===== config.mk =====
export PLATFORM = sky130hd
export DESIGN_NAME = mem_port_arbiter
export DESIGN_NICKNAME = d
export VERILOG_FILES = /design/src/rtl/mem_port_arbiter.sv
export SDC_FILE = /design/constraint.sdc
export NUM_CORES = 1
export LEC_CHECK = 0
export BUFFER_PORTS_ARGS = -buffer_cell sky130_fd_sc_hd__clkbuf_2
export CORE_AREA = 2 2 39 41
export CTS_BUF_LIST = sky130_fd_sc_hd__clkbuf_8
export CTS_CLUSTER_SIZE = 30
export DETAILED_ROUTE_END_ITERATION = 8
export DIE_AREA = 0 0 41 43
export PLACE_DENSITY = 0.95
export SETUP_SLACK_MARGIN = 0.3
export SLEW_MARGIN = 20
export SYNTH_ARGS = -nofsm -noshare
export SYNTH_HDL_FRONTEND = slang
export SYNTH_SLANG_ARGS = --single-unit

===== constraint.sdc =====
create_clock -name clk_i -period 3.4 [get_ports clk_i]
set_clock_uncertainty 0.05 [all_clocks]
set_input_delay 0.34 -clock clk_i [delete_from_list [all_inputs] [get_ports clk_i]]
set_output_delay 0.34 -clock clk_i [all_outputs]
set_load 0.005 [all_outputs]

===== src/rtl/mem_port_arbiter.sv =====
// mem_port_arbiter: run/program mode sequencer and single memory port mux; optional session write counter under MEM_ARB_WR_COUNT_EN
module mem_port_arbiter #(
  parameter int REGISTER_WIDTH = 4,
  parameter int MEMORY_ADDRESS_WIDTH = 4
) (
  input  logic                            clk_i,
  input  logic                            reset_ni,
  input  logic                            prog_active_i,
  input  logic                            prog_we_i,
  input  logic [MEMORY_ADDRESS_WIDTH-1:0] prog_addr_i,
  input  logic [REGISTER_WIDTH-1:0]       prog_data_i,
  input  logic                            cpu_req_i,
  input  logic                            cpu_we_i,
  input  logic [MEMORY_ADDRESS_WIDTH-1:0] cpu_addr_i,
  input  logic [REGISTER_WIDTH-1:0]       cpu_data_i,
  output logic                            cpu_gnt_o,
  output logic [REGISTER_WIDTH-1:0]       cpu_rdata_o,
  output logic                            cpu_rvalid_o,
  output logic                            cpu_halt_o,
  output logic                            prog_done_o,
  output logic [MEMORY_ADDRESS_WIDTH:0]   prog_wr_count_o,
  output logic [MEMORY_ADDRESS_WIDTH-1:0] mem_addr_o,
  output logic [REGISTER_WIDTH-1:0]       mem_data_o,
  output logic                            mem_we_o,
  input  logic [REGISTER_WIDTH-1:0]       mem_rdata_i
);
  typedef enum logic [1:0] {stRUN, stDRAIN, stPROG, stRELEASE} state_t;
  state_t state, state_nx;
  logic prog_wr, cpu_load;
  assign prog_wr = prog_we_i & prog_active_i;
  assign cpu_gnt_o = reset_ni & cpu_req_i & (state == stRUN) & !prog_active_i & !prog_wr;
  assign cpu_load = cpu_gnt_o & !cpu_we_i;
  assign mem_we_o = reset_ni & (prog_wr | (cpu_gnt_o & cpu_we_i));
  assign mem_addr_o = prog_wr ? prog_addr_i : cpu_gnt_o ? cpu_addr_i : '0;
  assign mem_data_o = prog_wr ? prog_data_i : cpu_gnt_o ? cpu_data_i : '0;
  // next mode: drain and release are single-cycle transit states
  always_comb begin
    state_nx = state;
    case (state)
      stRUN:   state_nx = prog_active_i ? stDRAIN : stRUN;
      stDRAIN: state_nx = stPROG;
      stPROG:  state_nx = prog_active_i ? stPROG : stRELEASE;
      default: state_nx = stRUN;
    endcase
  end
  // mode register with halt and done registered from the next mode
  always_ff @(posedge clk_i or negedge reset_ni) begin
    if (!reset_ni) begin
      state       <= stRUN;
      cpu_halt_o  <= 1'b0;
      prog_done_o <= 1'b0;
    end else begin
      state       <= state_nx;
      cpu_halt_o  <= state_nx != stRUN;
      prog_done_o <= state_nx == stRELEASE;
    end
  end
  // load return path: capture read data one cycle after a granted load
  always_ff @(posedge clk_i or negedge reset_ni) begin
    if (!reset_ni) begin
      cpu_rvalid_o <= 1'b0;
      cpu_rdata_o  <= '0;
    end else begin
      cpu_rvalid_o <= cpu_load;
      if (cpu_load) cpu_rdata_o <= mem_rdata_i;
    end
  end
`ifdef MEM_ARB_WR_COUNT_EN
  logic [MEMORY_ADDRESS_WIDTH:0] wr_count;
  // session write counter: cleared when leaving run mode, saturating
  always_ff @(posedge clk_i or negedge reset_ni) begin
    if (!reset_ni) wr_count <= '0;
    else if (state == stRUN && prog_active_i) wr_count <= '0;
    else if (prog_wr && wr_count != '1) wr_count <= wr_count + 1'b1;
  end
  assign prog_wr_count_o = wr_count;
`else
  assign prog_wr_count_o = '0;
`endif
endmodule

### Word-level counts from Yosys, hierarchy flattened

Cells that the tools add are included.

| word-level totals | value |
|---|---|
| flip-flop bits (word level) | 9 |
| input bits | 26 |
| output and inout bits | 22 |
| word-level logic and storage cells | 29 |

| operators by class | value |
|---|---|
| eq/ne operators | 3 |
| mux-type cells | 7 |
| bitwise logic cells | 9 |
| reductions and logical operators | 5 |

Operator list:

| operator | count |
|---|---|
| $mux 4 | 4 |
| $and 1x1->1 | 8 |
| $pmux 2 s3 | 1 |
| $eq 2x2->1 const B | 2 |
| $logic_not 1->1 | 3 |
| $eq 2x1->1 const B | 1 |
| $logic_not 2->1 | 1 |
| $mux 1 | 2 |
| $reduce_bool 2->1 | 1 |
| $or 1x1->1 | 1 |

### Depth between registers and ports, before layout

| depth | value |
|---|---|
| depth in word-level cells | 7 |
| depth in mapped cells | 6 |
| gate-level depth less buffers | 5 |

### Worst setup path after synthesis

Ideal clock, no wire load.

| path | value |
|---|---|
| kind | register to output |
| start point | register state[0] |
| end point | output mem_we_o |
| arrival time | 1,155 ps |
| data required time | 3,010 ps |
| setup slack | 1,855 ps |
| cell stages (with the launch flop) | 7 |
| path buffers | 1 |
| path through | dfrtp_1 inv_1 ha_1 and4b_1 buf_2 a21oi_1 nor2b_1 |

| on the way | value |
|---|---|
| word-level cells in the longest chain between the ends | 7 |

Ends and longest elaborated chain:

| element | line | source |
|---|---|---|
| from (decl) | 28 | `state_t state, state_nx;` |
| from (signal assigned) | 49 | `state <= stRUN;` |
| from (signal assigned) | 53 | `state <= state_nx;` |
| $logic_not 2->1 | 31 | `assign cpu_gnt_o = reset_ni & cpu_req_i & (state == stRUN) & !prog_active_i & !prog_wr;` |
| $and 1x1->1 (3 in a row) | 31 |  |
| named net cpu_gnt_o | 16 | `output logic cpu_gnt_o,` |
| $and 1x1->1 | 33 | `assign mem_we_o = reset_ni & (prog_wr \| (cpu_gnt_o & cpu_we_i));` |
| $or 1x1->1 | 33 |  |
| $and 1x1->1 | 33 |  |
| to (decl) | 24 | `output logic mem_we_o,` |

The timed path passes the listed nets, and every way through them passes these cells.

### Worst setup path in the final report

| path | value |
|---|---|
| start point | input reset_ni |
| end point | output mem_we_o |

| on the way | value |
|---|---|
| word-level cells in the longest chain between the ends | 7 |

Ends and longest elaborated chain:

| element | line | source |
|---|---|---|
| from (decl) | 7 | `input logic reset_ni,` |
| $and 1x1->1 (4 in a row) | 31 |  |
| $and 1x1->1 | 33 |  |
| $or 1x1->1 | 33 |  |
| $and 1x1->1 (*) | 33 |  |

Mark *: on every way between the ends. The rest lies on a longest branch, timed or not.

==> impl_metrics.toml <==
[synth]
synth_commonest_cells = "dfrtp_1, a22o_1, buf_4, mux2_4, inv_1"
synth-main-ff-cell = "dfrtp_1"
syn_avg_cell_area_um2 = 12.0
syn_inst = 43
synth_edf_count = 0
yosysMostFrequentCell = "dfrtp_1"
synth_area_leaders = "dfrtp_1, a22o_1, mux2_4"
ys_seq_elements = 9
netlist_area_um2 = 517
async_flop_share = 1.00
ys_warn_count = 0
ys_seq_area_frac = 0.436
synth_cell_type_count = 17
synth_area_leader_cell = "dfrtp_1"
synth_top_cell_area_share = 0.436

[sta]
fin_crit_ns = 2.30
tns_ns = 0
period_share = 0.676
max_freq_ghz = 0.435
drv_slew = 0
grt_setup_unrepaired = "no"
setup_viol = 0
hold_viol_final = 0

[cts]
htreeDepth = 1
cts_made_buffers = 3
ctsRootBufferMaster = "clkbuf_8"
cts_tree = "done"
post_cts_buffers = 0
cts_buffer_depth = 2
cts_num_sinks = 9
worstSkewPairLatency_ns = 0.22
clk_pin_slew_ns = 0.04

[flow_run]
max-cap-violations = 0

[status]
outcome = "complete, no violations"

[placed_design]
io_buffers = 42
post-dp-hpwl_mm = 1.04
gp_congestion = 0.580

[setup_path]
required_ns = 3.01
crit_arrival_ns = 1.91
critPathBufInv = 3
start_kind = "primary input"
end_kind = "output pin"
cp_common_cell = "clkbuf_2"
max_stage_delay_ns = 0.52
critPathTopFamily = "buffers and inverters"
crit_chain = "dlygate4sd3_1 -> clkbuf_2 -> and4b_1 -> a21oi_1 -> nor2b_1 -> clkbuf_2"
critPathMaxFanout = 11
crit_path_top_delay_cell = "dlygate4sd3_1"
path_class = "primary input to output pin"

[drt]
wl_per_cell_um = 12.0
antenna_left = 0
drt_iter0_drc = 1
drc = 0
wl_mm = 1.22
vias = 466
vias_per_cell = 4.57
firstDrtPassIters = 3

[final_layout]
layout-drive-gt1-share = 0.581
final_util = 0.549
area_growth_syn_to_layout_pct = 47.0
fin_nets = 115
fill_cells = 130
diodes = 0

[power_and_ir_drop]
peakVddDrop_mv = 0.309
p_leak_nw = 0.448
p_per_area_nw_per_um2 = 608

[die]
die_h_um = 43
die_area_um2 = 1760
io_pins = 48
die_w_um = 41
initial_utilization = 0.373
core_area_um2 = 1380
num_rows = 14

[global_route]
grt_start_max_net_pins = 12
first_global_vias = 421
grt_pass1_wl_mm = 1.65
grt_antenna_before_repair = 0
grt.total_usage = 0.142
grt-ovfl-total = 0

[worst_hold_path]
hold_path.class = "primary input to flip-flop"
-- worst reg2reg max path: cells and delay by family, from the launching register on --
kind                       cells  cell delay [ns]
adders and majority gates      1             0.15
buffers and inverters          1             0.06
and+or+nand+nor                2             0.73
DFF                            1             0.38
muxes                          1             0.32
-- placed cells by master (no fill, tap or decap), types with 2 or more instances in the layout --
master / instances
clkbuf_2: 42
dfrtp_1: 9
a22o_1: 8
conb_1: 5
inv_1: 4
mux2_4: 4
clkbuf_8: 3
nor2b_1: 2
ha_1: 2
-- final timing paths --
path | startpoint | endpoint | slack, ns | cells after the start
min | cpu_we_i | cpu_rvalid_o | 0.30 | 2
max | reset_ni | mem_we_o | 1.10 | 6
max in group asynchronous | reset_ni | prog_done_o | 2.65 | 2
max reg2reg | state[1] | cpu_rdata_o[0] | 1.58 | 5
min reg2reg | cpu_rdata_o[2] | cpu_rdata_o[2] | 0.46 | 1
min in group asynchronous | reset_ni | cpu_rdata_o[1] | 0.45 | 2
-- area by class of cell --
| class | count | area [µm²] | share of cell area |
|---|---|---|---|
| timing repair buffer | 43 | 220 | 0.290 |
| multi-input combinational | 27 | 238 | 0.313 |
| tap | 16 | 20.0 | 0.0264 |
| inverter | 3 | 11.3 | 0.0148 |
| sequential | 9 | 225 | 0.297 |
| clock buffer | 3 | 41.3 | 0.0544 |
| clock inverter | 1 | 3.75 | 0.00494 |
-- state kept, by name, indices dropped and copies added, names as in the netlist --
name          count
cpu_halt_o        1
cpu_rvalid_o      1
prog_done_o       1
state             2
cpu_rdata_o       4
-- cell families (layout without fill, tap and decap cells) --
group | after synthesis | after routing | synth area share
buffers and inverters | 11 | 50 | 0.133
AOI/OAI and AO/OA | 9 | 9 | 0.145
DFF | 9 | 9 | 0.436
and+or+nand+nor | 6 | 6 | 0.0944
muxes | 5 | 5 | 0.136
adders and majority gates | 2 | 2 | 0.0484
other | 1 | 5 | 0.00726
-- report_power, final --
group / total (mW) / switching (mW) / internal [mW]
sequential: 0.174 / 0.0216 / 0.152
combinational: 0.171 / 0.0718 / 0.0987
clock: 0.117 / 0.0389 / 0.0783
total: 0.462 / 0.132 / 0.329
-- metrics by stage --
step | area [µm²] | hold slack, ns | setup slack, ns | instances | power, mW
finish | 759 | 0.296 | 1.10 | 102 | 0.462
global placement | 704 | 0.153 | 1.61 | 97 | 0.333
global route | 759 | 0.301 | 0.941 | 102 | 0.500
floorplan | 532 | -0.00559 | 1.86 | 47 | 0.272
detailed placement | 704 | 0.166 | 1.52 | 97 | 0.346
CTS | 759 | 0.298 | 1.06 | 102 | 0.468
-- layer usage --
metal | global-route usage | up-vias | share of wire
li1 | - | 223 | -
met1 | 0.117 | 209 | 0.35
met2 | 0.291 | 34 | 0.50
met3 | 0.0314 | 0 | 0.15
met4 | 0.0400 | 0 | 0
met5 | 0 | - | 0
-- what timing repair did --
action	4_1_cts	5_1_grt
hold buffers	1	0
resized for setup	0	0
hold endpoints to repair	9	0
No activity file was read; power rests on OpenSTA's default activity.
